===== src/rtl/uart_pkg.sv =====
// Shared definitions for the UART transmitter/receiver family.
// Contents:
//   PAR_NONE/PAR_ODD/PAR_EVEN - parity selection encodings for the PARITY parameter
//   state_t + ST_* constants  - transmit FSM state encodings
//   clog2()                   - ceiling log2 usable in parameter/port width expressions
package uart_pkg;

  localparam int PAR_NONE = 0;
  localparam int PAR_ODD  = 1;
  localparam int PAR_EVEN = 2;

  typedef logic [2:0] state_t;

  localparam state_t ST_IDLE   = 3'd0;
  localparam state_t ST_START  = 3'd1;
  localparam state_t ST_DATA   = 3'd2;
  localparam state_t ST_PARITY = 3'd3;
  localparam state_t ST_STOP   = 3'd4;

  // Smallest r with 2**r >= value; returns 0 for value <= 1.
  function automatic int clog2(input int value);
    int r;
    int v;
    r = 0;
    v = value - 1;
    while (v > 0) begin
      r = r + 1;
      v = v >>> 1;
    end
    return r;
  endfunction

endpackage


===== src/rtl/uart_baud_gen.sv =====
// Bit-period timer shared by the UART transmitter and receiver.
// Counts 0..CLKS_PER_BIT-1 and asserts tick during the last cycle of each bit period.
// Ports:
//   clk     in  system clock, rising edge
//   rst     in  asynchronous active-high reset (counter -> 0)
//   restart in  forces the counter back to 0 on the next edge, starting a full bit period
//   tick    out high during the final cycle of the current bit period
module uart_baud_gen
  import uart_pkg::*;
#(
  parameter int CLKS_PER_BIT = 10416
) (
  input  logic clk,
  input  logic rst,
  input  logic restart,
  output logic tick
);

  localparam int CNT_W = clog2(CLKS_PER_BIT);
  localparam logic [CNT_W-1:0] LAST_CNT = CNT_W'(CLKS_PER_BIT - 1);

  logic [CNT_W-1:0] cnt_q;
  logic [CNT_W-1:0] cnt_d;

  assign tick = (cnt_q == LAST_CNT);

  // Restart wins over wrap so a freshly started bit is always a full period long.
  always_comb begin
    cnt_d = cnt_q + CNT_W'(1);
    if (restart || tick) begin
      cnt_d = '0;
    end
  end

  always_ff @(posedge clk or posedge rst) begin
    if (rst) begin
      cnt_q <= '0;
    end else begin
      cnt_q <= cnt_d;
    end
  end

endmodule


===== src/rtl/uart_tx_cfg.sv =====
// Configurable UART transmitter with an inline transmit FIFO.
// Frames: start bit, DATA_BITS data bits LSB first, optional parity bit, STOP_BITS stop bits,
// sent back-to-back while the FIFO holds words.
// Ports:
//   clk        in  system clock, rising edge
//   rst        in  asynchronous active-high reset
//   s_data     in  word to transmit, captured when s_valid && s_ready at a rising edge
//   s_valid    in  s_data valid
//   s_ready    out FIFO not full
//   tx         out serial line, idles high
//   busy       out high from start bit through the last stop bit
//   done       out one-cycle pulse during the final cycle of each frame's last stop bit
//   fifo_count out words currently held in the FIFO
module uart_tx_cfg
  import uart_pkg::*;
#(
  parameter int CLKS_PER_BIT = 10416,
  parameter int DATA_BITS    = 8,
  parameter int PARITY       = 0,
  parameter int STOP_BITS    = 1,
  parameter int FIFO_DEPTH   = 4
) (
  input  logic                       clk,
  input  logic                       rst,
  input  logic [DATA_BITS-1:0]       s_data,
  input  logic                       s_valid,
  output logic                       s_ready,
  output logic                       tx,
  output logic                       busy,
  output logic                       done,
  output logic [clog2(FIFO_DEPTH):0] fifo_count
);

  localparam int PTR_W = clog2(FIFO_DEPTH);
  localparam int CNT_W = PTR_W + 1;
  localparam logic [CNT_W-1:0] FULL_COUNT = CNT_W'(FIFO_DEPTH);
  localparam logic [3:0] LAST_DATA = 4'(DATA_BITS - 1);
  localparam logic [3:0] LAST_STOP = 4'(STOP_BITS - 1);

  if (CLKS_PER_BIT < 2) begin : g_bad_clks_per_bit
    $error("uart_tx_cfg: CLKS_PER_BIT must be >= 2");
  end
  if (DATA_BITS < 5 || DATA_BITS > 9) begin : g_bad_data_bits
    $error("uart_tx_cfg: DATA_BITS must be in 5..9");
  end
  if (PARITY != PAR_NONE && PARITY != PAR_ODD && PARITY != PAR_EVEN) begin : g_bad_parity
    $error("uart_tx_cfg: PARITY must be 0, 1 or 2");
  end
  if (STOP_BITS != 1 && STOP_BITS != 2) begin : g_bad_stop_bits
    $error("uart_tx_cfg: STOP_BITS must be 1 or 2");
  end
  if (FIFO_DEPTH < 2 || (FIFO_DEPTH & (FIFO_DEPTH - 1)) != 0) begin : g_bad_fifo_depth
    $error("uart_tx_cfg: FIFO_DEPTH must be a power of two >= 2");
  end

  state_t               state_q, state_d;
  logic                 tx_q, tx_d;
  logic [DATA_BITS-1:0] shift_q, shift_d;
  logic                 par_q, par_d;
  logic [3:0]           bit_cnt_q, bit_cnt_d;

  logic [DATA_BITS-1:0] mem_q [FIFO_DEPTH];
  logic [PTR_W-1:0]     wr_ptr_q, wr_ptr_d;
  logic [PTR_W-1:0]     rd_ptr_q, rd_ptr_d;
  logic [CNT_W-1:0]     count_q, count_d;
  logic [DATA_BITS-1:0] rd_word;
  logic                 full, empty, push, pop, tick;

  function automatic logic parity_bit(input logic [DATA_BITS-1:0] word);
    return (PARITY == PAR_ODD) ? ~^word : ^word;
  endfunction

  uart_baud_gen #(
    .CLKS_PER_BIT(CLKS_PER_BIT)
  ) u_baud (
    .clk    (clk),
    .rst    (rst),
    .restart(pop),
    .tick   (tick)
  );

  // FIFO bookkeeping. s_ready comes only from the registered count, so a pop in the
  // same cycle never opens room for a push while full.
  assign full       = (count_q == FULL_COUNT);
  assign empty      = (count_q == '0);
  assign s_ready    = !full;
  assign push       = s_valid && s_ready;
  assign rd_word    = mem_q[rd_ptr_q];
  assign fifo_count = count_q;

  always_comb begin
    wr_ptr_d = push ? wr_ptr_q + PTR_W'(1) : wr_ptr_q;
    rd_ptr_d = pop ? rd_ptr_q + PTR_W'(1) : rd_ptr_q;
    count_d  = count_q;
    case ({push, pop})
      2'b10:   count_d = count_q + CNT_W'(1);
      2'b01:   count_d = count_q - CNT_W'(1);
      default: count_d = count_q;
    endcase
  end

  // Storage has no reset; the pointers and count define which entries are valid.
  always_ff @(posedge clk) begin
    if (push) begin
      mem_q[wr_ptr_q] <= s_data;
    end
  end

  // State register together with the shift/parity datapath it sequences.
  always_ff @(posedge clk or posedge rst) begin
    if (rst) begin
      state_q   <= ST_IDLE;
      tx_q      <= 1'b1;
      shift_q   <= '0;
      par_q     <= 1'b0;
      bit_cnt_q <= '0;
      wr_ptr_q  <= '0;
      rd_ptr_q  <= '0;
      count_q   <= '0;
    end else begin
      state_q   <= state_d;
      tx_q      <= tx_d;
      shift_q   <= shift_d;
      par_q     <= par_d;
      bit_cnt_q <= bit_cnt_d;
      wr_ptr_q  <= wr_ptr_d;
      rd_ptr_q  <= rd_ptr_d;
      count_q   <= count_d;
    end
  end

  // Next-state logic. tx_d is the level for the bit that begins at the next edge;
  // bit_cnt counts data bits in DATA and stop bits in STOP.
  always_comb begin
    state_d   = state_q;
    tx_d      = tx_q;
    shift_d   = shift_q;
    par_d     = par_q;
    bit_cnt_d = bit_cnt_q;
    pop       = 1'b0;
    case (state_q)
      ST_IDLE: begin
        tx_d = 1'b1;
        pop  = !empty;
      end
      ST_START: begin
        if (tick) begin
          tx_d      = shift_q[0];
          shift_d   = shift_q >> 1;
          bit_cnt_d = '0;
          state_d   = ST_DATA;
        end
      end
      ST_DATA: begin
        if (tick) begin
          if (bit_cnt_q == LAST_DATA) begin
            bit_cnt_d = '0;
            if (PARITY != PAR_NONE) begin
              tx_d    = par_q;
              state_d = ST_PARITY;
            end else begin
              tx_d    = 1'b1;
              state_d = ST_STOP;
            end
          end else begin
            tx_d      = shift_q[0];
            shift_d   = shift_q >> 1;
            bit_cnt_d = bit_cnt_q + 4'd1;
          end
        end
      end
      ST_PARITY: begin
        if (tick) begin
          tx_d      = 1'b1;
          bit_cnt_d = '0;
          state_d   = ST_STOP;
        end
      end
      ST_STOP: begin
        if (tick) begin
          if (bit_cnt_q == LAST_STOP) begin
            state_d = ST_IDLE;
            pop     = !empty;
          end else begin
            bit_cnt_d = bit_cnt_q + 4'd1;
          end
        end
      end
      default: begin
        tx_d    = 1'b1;
        state_d = ST_IDLE;
      end
    endcase
    // A pop loads the next word and launches its start bit; the baud timer restarts with it.
    if (pop) begin
      shift_d   = rd_word;
      par_d     = parity_bit(rd_word);
      tx_d      = 1'b0;
      bit_cnt_d = '0;
      state_d   = ST_START;
    end
  end

  // Outputs decoded from the current state.
  always_comb begin
    busy = (state_q != ST_IDLE);
    done = (state_q == ST_STOP) && tick && (bit_cnt_q == LAST_STOP);
  end

  assign tx = tx_q;

endmodule


===== config.mk =====
export PLATFORM = sky130hd
export DESIGN_NAME = uart_tx_cfg
export DESIGN_NICKNAME = d
export VERILOG_FILES = /design/src/rtl/uart_pkg.sv /design/src/rtl/uart_baud_gen.sv /design/src/rtl/uart_tx_cfg.sv
export SDC_FILE = /design/constraint.sdc
export NUM_CORES = 1
export LEC_CHECK = 0
export CORE_UTILIZATION = 30
export CTS_BUF_LIST = sky130_fd_sc_hd__clkbuf_2 sky130_fd_sc_hd__clkbuf_4 sky130_fd_sc_hd__clkbuf_8
export DETAILED_ROUTE_END_ITERATION = 8
export GPL_TIMING_DRIVEN = 0
export HOLD_SLACK_MARGIN = 0.15
export PLACE_DENSITY_LB_ADDON = 0.3
export SYNTH_ARGS = -nofsm -noshare
export SYNTH_HDL_FRONTEND = slang
export SYNTH_SLANG_ARGS = --single-unit

===== constraint.sdc =====
create_clock -name clk -period 2.6 [get_ports clk]
set_clock_uncertainty 0.1 [all_clocks]
set_input_delay 0.78 -clock clk [delete_from_list [all_inputs] [get_ports clk]]
set_output_delay 0.78 -clock clk [all_outputs]
set_load 0.02 [all_outputs]

==> impl_metrics.tcl, run 1 <==
set metrics [dict create \
    drive_above_1_share 0.248 \
    p_seq_frac 0.382 \
    failed_checks "negative setup slack" \
    gr-usage-met3 0.0278 \
    insertion_delay_ps 340 \
    end_kind "output port" \
    hold_violations 0 \
    num-fill-cells 1026 \
    cp_max_fo 4 \
    worstMarginPinSlew_ps 800 \
    combinationalPowerShare 0.413 \
    finalCritPeriodShare 1.01 \
    vdd_drop_max_uv 427 \
    cp.required_ps 1720 \
    multiInputGateArea_um2 1290 \
    run_status "finished with violations" \
    drc 0 \
    ys_types 48 \
    seq_area_um2 1890 \
    min_period_ps 2630 \
    via_count 2106 \
    synth_top_family_by_area "simple AND/OR/NAND/NOR gates" \
    fp.dieH_um 105 \
    fmax_mhz 381 \
    synth_fa_ha_area_frac 0.0374 \
    use_met2 0.191 \
    synth_warnings 0 \
    syn_nets 277 \
    busiest_layer "met2" \
    drv_slew 0 \
    rows 37 \
    netlist_area_um2 3210 \
    crit_path_max_incr_delay_ps 400 \
    p_int_uw 2670 \
    grt_use_met1 0.136 \
    rsz0062_at_grt "yes" \
    swShare 0.371 \
    synth_edf_count 32 \
    gp_congestion 0.762 \
    clockBufferDepth 2 \
    ys_ff_latch 69 \
    startpoint_type "flip-flop" \
    path_common_cell "buf_6" \
    vias_per_cell 4.71 \
    synthXorXnorAreaFrac 0.0409 \
    cts_hold_buf 0 \
    maxCapViolCount 0 \
    cts_tree "done" \
    path_class "flip-flop to output port" \
    pin_count 18 \
    wirelength_um 5870 \
    setup_viol 1 \
    nets 326 \
    grt_pass1_vias 2039 \
    leakagePower_uw 0.00164 \
    synthSimpleGateAreaFrac 0.140 \
    cts.htree.levels 3 \
    tns_ps -26.9 \
    antenna_found_initial 0 \
    initial_utilization 0.310 \
    path_clk_slew_ps 90 \
    dr.first_iter.drc_count 61 \
    grt-ovfl-total 0 \
    worst_slack_ps -26.9 \
    grt_pass1_wl_um 9830 \
    synth_flop_cell "dfrtp_1" \
    dieArea_um2 11100 \
    clkPwrFrac 0.205 \
    p_per_area_nw_per_um2 1060 \
    p_switching_uw 1570 \
    async_flop_share 0.536 \
    muxShareOfSynthArea 0.0850 \
    syn_avg_cell_area_um2 12.5 \
    grt_max_degree 38 \
    dp.cells 410 \
    worst_path_max_delay_cell "dfrtp_1" \
    dp_hpwl_um 3740 \
    syn_to_final_growth_pct 24.7 \
    hold_class "flip-flop to flip-flop" \
    grt_usage 0.112 \
    wl_per_cell_um 13.1 \
    cp.arrival_ps 1750 \
    cts_root_buffer "clkbuf_8" \
    cts.sinks 69 \
    yosysSeqAreaShare 0.588 \
    worstPathCellList "nor4bb_2 -> and4_1 -> buf_6 -> nand2_4 -> nor2_4 -> buf_6" \
    synth-compound-area-share 0.0744 \
    drtPass1Iterations 4 \
    ant_nets 0 \
    cts_buffers 9 \
    portBuffers 17 \
    syn_inst 257 \
    final_cells 447 \
    fp.dieW_um 105 \
    antenna_cells 0 \
    core_area_um2 10400 \
    slew_headroom 0.466 \
]
worst paths after layout:
kind / from / end / slack (ps) / cells past startpoint
worst max register to register: u_baud.cnt_q[10] / fifo_count[2] / 50 / 12
min in group asynchronous: rst / fifo_count[0] / 800 / 2
max in group asynchronous: rst / state_q[0] / 1080 / 2
worst min register to register: shift_q[7] / shift_q[7] / 410 / 2
worst min-delay path: shift_q[7] / shift_q[7] / 410 / 2
worst max-delay path: u_baud.cnt_q[10] / done / -30 / 6
registers in the layout, indices dropped and copies added (netlist names):
register      count
bit_cnt_q         4
fifo_count        3
mem_q            32
rd_ptr_q          2
shift_q           8
state_q           3
tx                1
u_baud.cnt_q     14
wr_ptr_q          2
power by group through the flow:
| stage | logic (uW) | clock network (uW) | registers, uW |
|---|---|---|---|
| floorplan | 1190 | 0 | 1640 |
| CTS | 1700 | 905 | 1620 |
| detailed placement | 1620 | 0 | 1640 |
| global placement | 1600 | 0 | 1630 |
| global route | 1960 | 940 | 1660 |
| finish | 1760 | 870 | 1620 |
metrics by stage:
stage	hold WS (ps)	total power, uW	util	cell area, um^2	setup WS (ps)
final	411	4250	0.386	4000	-26.9
after global routing	455	4560	0.386	4000	-109
after CTS	411	4230	0.377	3910	-109
after detailed placement	381	3250	0.343	3560	-348
after global placement	378	3230	0.343	3560	-385
after floorplan	352	2830	-	3220	2.49
cell families (layout without fill, tap and decap cells):
family / after synthesis / after routing
simple gates: 85 / 85
flops: 69 / 69
compound gates: 39 / 39
buf+inv: 23 / 77
mux: 17 / 17
xor+xnor: 15 / 15
fa+ha+maj: 9 / 9
cell usage in the layout (no fill, tap or decap), types with 2 or more instances in the layout:
cell,synthesis,final
xnor2_1,5,5
o21a_1,2,2
nor2b_1,2,2
edfxtp_1,32,32
inv_8,0,3
mux4_2,8,8
a211o_1,2,2
clkbuf_8,0,9
mux2i_1,7,7
nand3_1,10,10
dfrtp_1,36,36
buf_2,4,2
xor2_1,10,10
buf_6,2,4
nand4_1,5,5
ha_4,0,2
inv_6,0,2
clkbuf_1,3,2
o211ai_1,3,3
nor2_1,28,26
and3_1,6,6
clkdlybuf4s50_1,0,14
nor3b_1,3,2
buf_4,1,23
nand2_1,13,12
a21oi_1,11,11
ha_1,8,6
and4_1,3,2
mux2_2,2,2
or3_1,3,3
o21ai_0,13,13
inv_1,13,11
synthesized netlist by cell type (2+ instances only):
cell,instances,share of area
or3_1,3,0.0058
nand3_1,10,0.016
inv_1,13,0.015
dfrtp_1,36,0.28
and4_1,3,0.0082
mux2_2,2,0.0070
o21a_1,2,0.0047
and3_1,6,0.012
xnor2_1,5,0.014
o211ai_1,3,0.0070
buf_6,2,0.0070
a21oi_1,11,0.017
nand2_1,13,0.015
mux2i_1,7,0.022
ha_1,8,0.031
buf_2,4,0.0062
mux4_2,8,0.056
xor2_1,10,0.027
nor3b_1,3,0.0070
edfxtp_1,32,0.30
nor2b_1,2,0.0039
a211o_1,2,0.0055
o21ai_0,13,0.020
nand4_1,5,0.0097
clkbuf_1,3,0.0035
nor2_1,28,0.033
a31oi_1,2,0.0039
layout make-up:
type	count	share of cell area
Sequential cell	69	0.472
Multi-Input combinational cell	165	0.323
Timing Repair Buffer	38	0.0825
Tap cell	136	0.0425
Clock buffer	9	0.0309
Clock inverter	7	0.0188
Buffer	10	0.0178
Inverter	13	0.0128
repair_timing:
action | in CTS | in global routing
gates cloned | 0 | 0
setup endpoints to repair | 4 | 29
gates resized for setup | 16 | 13
pin swaps | 5 | 8
endpoints found under the hold margin | 0 | 0
setup buffers | 15 | 8
metal layers:
metal  share of wire  vias up
met4           0.012        0
met5               0        -
li1                -     1033
met3           0.034        7
met2            0.50       32
met1            0.46     1034
critical path: cells and delay by family, from the launching register on:
family,cells,cell delay (ps)
flip-flops,1,400
AND/OR/NAND/NOR,4,760
buffers and inverters,2,250
Power figures use the tool's default switching activity.
==> inputs of run 2 (changes only) <==
- GPL_TIMING_DRIVEN: 0 -> 1
==> run 2 against run 1 <==
  * The run now ends clean
  * Critical path depth did not move
  * Sequential power rose by 3%
  * Non-clock buffer count grew 7
  * Combinational power decreased by 5%
  * Setup slack better by 130 ps
  * Flip-flop and latch count unchanged
  * Clock power grew 15%
  * Routed wire length grew 2.6%
  * Die area unchanged
  * Largest power group unchanged
  * Highest routed layer unchanged
==> impl_metrics.tcl, run 2 (synthesis gave the netlist of run 1 again) <==
set metrics [dict create \
    cts.htree.levels 3 \
    cp.required_ps 1720 \
    leakagePower_uw 0.00169 \
    crit_buf_inv 1 \
    dp_slack_ps -87.1 \
    maxCapViolCount 0 \
    hold_path_end "shift_q[7]" \
    num-fill-cells 1035 \
    finalCritPeriodShare 0.961 \
    worstHoldPathCells 2 \
    initial_utilization 0.310 \
    min_period_ps 2500 \
    slew_headroom 0.597 \
    layout_commonest_cell "buf_4" \
    drtPass1Iterations 4 \
    hold_violations 0 \
    portBuffers 17 \
    setup_viol 0 \
    dr.first_iter.drc_count 84 \
    dp_hpwl_um 4180 \
    hold_class "flip-flop to flip-flop" \
    grt_usage 0.117 \
    end_kind "output port" \
    cts_root_buffer "clkbuf_8" \
    hold_start "shift_q[7]" \
    rr_worst_depth 12 \
    worst_slack_ps 101 \
    multiInputGateArea_um2 1230 \
    grt_pass1_vias 2152 \
    drv_slew 0 \
    worst_path_max_delay_cell "dfrtp_1" \
    nets 333 \
    drive_above_1_share 0.242 \
    startpoint_type "flip-flop" \
    clockBufferDepth 2 \
    gp_congestion 0.757 \
    insertion_delay_ps 340 \
    path_clk_slew_ps 90 \
    syn_to_final_growth_pct 25.4 \
    seq_area_um2 1890 \
    critPathTopFamily "simple AND/OR/NAND/NOR gates" \
    largest_reg_flops 32 \
    rows 37 \
    path_class "flip-flop to output port" \
    worstPathCellList "ha_2 -> and4_4 -> and4_4 -> nand2_1 -> nor2_2 -> buf_6" \
    vias_per_cell 4.64 \
    wirelength_um 6020 \
    regMostFlops "mem_q" \
    r2r_end "fifo_count[2]" \
    wl_per_cell_um 13.3 \
    crit_cells 6 \
    ant_nets 0 \
    cts_hold_buf 0 \
    vdd_drop_max_uv 492 \
    core_area_um2 10400 \
    cp_max_fo 2 \
    reg_top3 "mem_q: 32 flops, u_baud.cnt_q: 14 flops, shift_q: 8 flops" \
    most-common-layout-cells "37 x buf_4, 36 x dfrtp_1, 32 x edfxtp_1" \
    reg2reg_slack_ps 120 \
    grt_max_degree 38 \
    crit_path_max_incr_delay_ps 360 \
    pin_count 18 \
    drc 0 \
    rsz0062_at_grt "yes" \
    crit-reg2reg-launch "u_baud.cnt_q[1]" \
    cts.sinks 69 \
    fp.dieW_um 105 \
    via_count 2107 \
    cp.arrival_ps 1620 \
    fmax_mhz 400 \
    p_per_area_nw_per_um2 1080 \
    cts_buffers 9 \
    worstMarginPinSlew_ps 604 \
    run_status "finished clean" \
    grt-ovfl-total 0 \
    antenna_cells 0 \
    cts_tree "done" \
    dieArea_um2 11100 \
    grt_pass1_wl_um 10100 \
    path_common_cell "and4_4" \
    antenna_found_initial 0 \
    fp.dieH_um 105 \
    utilization 0.388 \
]
[run 2: what timing repair did]
action,in CTS,in global routing
setup endpoints to repair,2,4
gates resized for setup,7,6
setup buffers,0,1
pin swaps,1,2
[run 2: worst max path at each step]
| stage | start | to | slack, ps |
|---|---|---|---|
| after global placement | u_baud.cnt_q[10] | done | -50 |
| after global routing | u_baud.cnt_q[12] | fifo_count[2] | -30 |
| after detailed placement | u_baud.cnt_q[10] | done | -90 |
| after CTS | u_baud.cnt_q[0] | done | 3 |
| final | u_baud.cnt_q[1] | done | 100 |
| after floorplan | u_baud.cnt_q[0] | fifo_count[2] | 2 |
[run 2: worst register-to-register path, stage by stage, from the launching register on]
cell and delay [ps]:
dfrtp_1 360, ha_2 180, and4_4 230, and4_4 230, buf_6 130, a31oi_1 100, inv_1 110, ha_1 170
inv_1 50, fa_1 370, xor2_1 150, nor2_1 110, xor2_1 140
[run 2: report_power, final]
group          internal, uW  switching, uW
clock network           555            447
registers              1460            210
logic                   831            845
total                  2840           1500
[run 2: routing by layer]
metal  GRT usage  part of all wire
met1       0.145              0.48
met2       0.197              0.49
met3      0.0260             0.024
met4      0.0453             0.014
met5           0                 0
[run 2: cell type report]
| cell class | count | area share |
|---|---|---|
| timing repair buffer | 55 | 0.115 |
| clock buffer | 9 | 0.0308 |
| multi-input combinational | 165 | 0.305 |
| sequential | 69 | 0.469 |
| inverter | 13 | 0.0121 |
| clock inverter | 7 | 0.0261 |
| tap | 136 | 0.0423 |
[run 2: stage by stage]
step / instance area [um^2] / power (uW) / instances / TNS (ps) / hold slack (ps)
floorplan: 3220 / 2830 / 257 / 0 / 352
global placement: 3770 / 3350 / 437 / -53.1 / 388
detailed placement: 3770 / 3390 / 437 / -87.1 / 401
CTS: 4000 / 4410 / 453 / 0 / 423
global route: 4030 / 4660 / 454 / -40.7 / 447
finish: 4030 / 4350 / 454 / 0 / 415
==> inputs of run 3 (changes only) <==
- CTS_BUF_LIST: sky130_fd_sc_hd__clkbuf_2 sky130_fd_sc_hd__clkbuf_4 sky130_fd_sc_hd__clkbuf_8 -> default
==> results of run 3 <==
The final DEF is identical to that of run 2; final timing and power are the same.
==> RTL edit (config.mk and constraints of run 1) <==
One comparison of `bit_cnt_q` changes from == to >=.
--- a/src/rtl/uart_tx_cfg.sv
+++ b/src/rtl/uart_tx_cfg.sv
@@ -154,5 +154,5 @@
       ST_DATA: begin
         if (tick) begin
-          if (bit_cnt_q == LAST_DATA) begin
+          if (bit_cnt_q >= LAST_DATA) begin
             bit_cnt_d = '0;
             if (PARITY != PAR_NONE) begin
Check against the original RTL: no difference found for any inputs over 10 cycles, from zero or initial values and one cycle with rst high; that may be too few to reach the edited logic, so the function may still have changed.
==> RTL edit against run 1 <==
The run still ends with setup timing left. Sequential cell count stayed put. Worst hold slack worse by 0.028 ns. Via count is 3.7% lower. Routed wire length is 1.1% higher. Synthesized area is 1.4% higher. Design area is 0.87% lower. Setup slack better by 0.010 ns. Sequential share of layout area is 0.45 points higher. Critical path type unchanged. Highest routed layer unchanged.
Power is not compared: it rests on default switching activity, and its combinational part moved more than twofold at a synthesized area within 25%.
==> RTL edit: results (changes against run 1) <==
| Metric | Value |
|---|---|
| Clock network area share | `0.0432 (-0.00650)` |
| Seq area share | `0.476 (+0.00448)` |
| Multi-input gates | `162 (-1.8%)` |
| CTS Sinks | `69 (unchanged)` |
| Crit-path slowest cell | `dfrtp_1` |
| NumNets Final | `316 (-3.1%)` |
| Layout cells sized above 1 | `0.269 (+0.0215)` |
| Hold Path Stages | `1 (-1)` |
| Final Routed Wirelength | `5.94 mm (+1.1%)` |
| Max stage delay on crit path | `0.38 ns (-0.02 ns)` |
| Syn_nets | `271 (-2.2%)` |
| Signal buf overhead | `0.0898 (-0.0105)` |
| Remaining global-route overflow | `0 (unchanged)` |
| Bufs w/o clock | `43 (-10%)` |
| Met2 Wirelength | `2.90 mm (-0.86%)` |
| First-pass GRT wire length | `10.0 mm (+1.8%)` |
| Met3 WL post-DR | `227 um (+12%)` |
| Setup violations, final | `1 (unchanged)` |
| Worst r2r path cells | `11 (-1)` |
| Status | `complete, but fails checks` |
| Yosys cell types | `46 (-4.2%)` |
| Inverter count | `11 (-2)` |
| Max-slew headroom | `0.466 (about the same)` |
| Post-synth EDFFs | `32 (unchanged)` |
| Post-DP HPWL | `3.77 mm (+0.75%)` |
| Placed cells | `404 (-1.5%)` |
| Post-Synthesis Cells | `251 (-2.3%)` |
| Met2 Use GR | `0.195 (+0.00401)` |
| Fraction of area in multi-input gates | `0.338 (+0.0145)` |
| CTS root buffer | `clkbuf_8` |
| Vias in the first global route | `2,078 (+1.9%)` |
| Xor-xnor portion of the synthesized cell area | `0.0404 (-0.000551)` |
| Worst slack, placed | `-0.383 ns (-0.0352 ns)` |
| Post-Synth Adder-Cell Area | `0.0369 (-0.000503)` |
| Clock buffers | `10 (+1)` |
| DRT met1 WL | `2.77 mm (+3.6%)` |
| Via count | `2,029 (-3.7%)` |
| GR Util met1 | `0.138 (+0.00162)` |
| Fill count | `1,010 (-1.6%)` |
| Sequential area share after synthesis | `0.580 (-0.00791)` |
| Setup WS post-layout | `-0.0168 ns (+0.0101 ns)` |
| P_int | `1.82 mW` |
| Synth Warn # | `0 (unchanged)` |
| Pre-antenna DRT Iters | `4 (unchanged)` |
| CTS max path bufs | `2 (unchanged)` |
| Top post-synthesis cells by area | `edfxtp_1 (30%), dfrtp_1 (28%), mux4_2 (5.5%)` |
| Initial antenna violation count | `0 (unchanged)` |
| Global Route Usage Sum | `0.117 (+0.00506)` |
| Mux share of post-synthesis cell area | `0.0900 (+0.00501)` |
| Final Instance Count excl. Fillers | `437 (-2.2%)` |
| Clk slew on worst S/H paths | `0.07 ns (-0.02 ns)` |
| Compound-gate portion of the synthesized area | `0.0642 (-0.0102)` |
| Top cells by count, synth | `dfrtp_1 (36), edfxtp_1 (32), nand3_1 (22)` |
| Routing usage on met3 | `0.0527 (+0.0249)` |
| Worst EP arrival | `1.74 ns` |
| Insertion delay to the later sink of the worst-skew pair | `0.35 ns` |
| Worst Path Max Fanout | `4 (unchanged)` |
| Violated checks | `setup timing` |
| Routability cong. | `0.722 (-5.2%)` |
==> RTL edit: cell types whose count changed in the layout (fill, tap and decap cells not counted), moves of 3 or more <==
| cell | before | now |
|---|---|---|
| a21oi_1 | 11 | 7 |
| buf_4 | 23 | 20 |
| inv_1 | 11 | 8 |
| inv_8 | 3 | 0 |
| nand3_1 | 10 | 22 |
| nand3b_1 | 0 | 3 |
| nor2_1 | 26 | 15 |
| o21ai_0 | 13 | 6 |
| o21ai_2 | 0 | 7 |
==> RTL edit: stage by stage <==
stage | hold slack, ns | util | TNS, ns | instance area (sq um)
after floorplan | 0.346 | - | -0.0665 | 3290
after global placement | 0.377 | 0.348 | -0.849 | 3630
after detailed placement | 0.376 | 0.348 | -0.871 | 3630
after CTS | 0.398 | 0.376 | -0.157 | 3920
after global routing | 0.412 | 0.381 | -0.220 | 3970
final | 0.383 | 0.381 | -0.0168 | 3970
==> RTL edit: worst paths after layout <==
check                                           from                    endpoint  slack, ns
setup / recovery           u_baud.cnt_q[0]$_DFF_PP0_                        done      -0.02
hold / removal             u_baud.cnt_q[0]$_DFF_PP0_   u_baud.cnt_q[0]$_DFF_PP0_       0.38
setup reg to reg           u_baud.cnt_q[4]$_DFF_PP0_   fifo_count[2]$_DFFE_PP0P_       0.04
hold reg to reg            u_baud.cnt_q[0]$_DFF_PP0_   u_baud.cnt_q[0]$_DFF_PP0_       0.38
max in group asynchronous                        rst   u_baud.cnt_q[4]$_DFF_PP0_       1.05
min in group asynchronous                        rst  u_baud.cnt_q[12]$_DFF_PP0_       0.80
==> RTL edit: repair_timing <==
item                       in CTS  in global routing
resized for setup              18                 11
setup endpoints to repair       4                  5
pin swaps                       6                  5
buffers inserted               12                  8
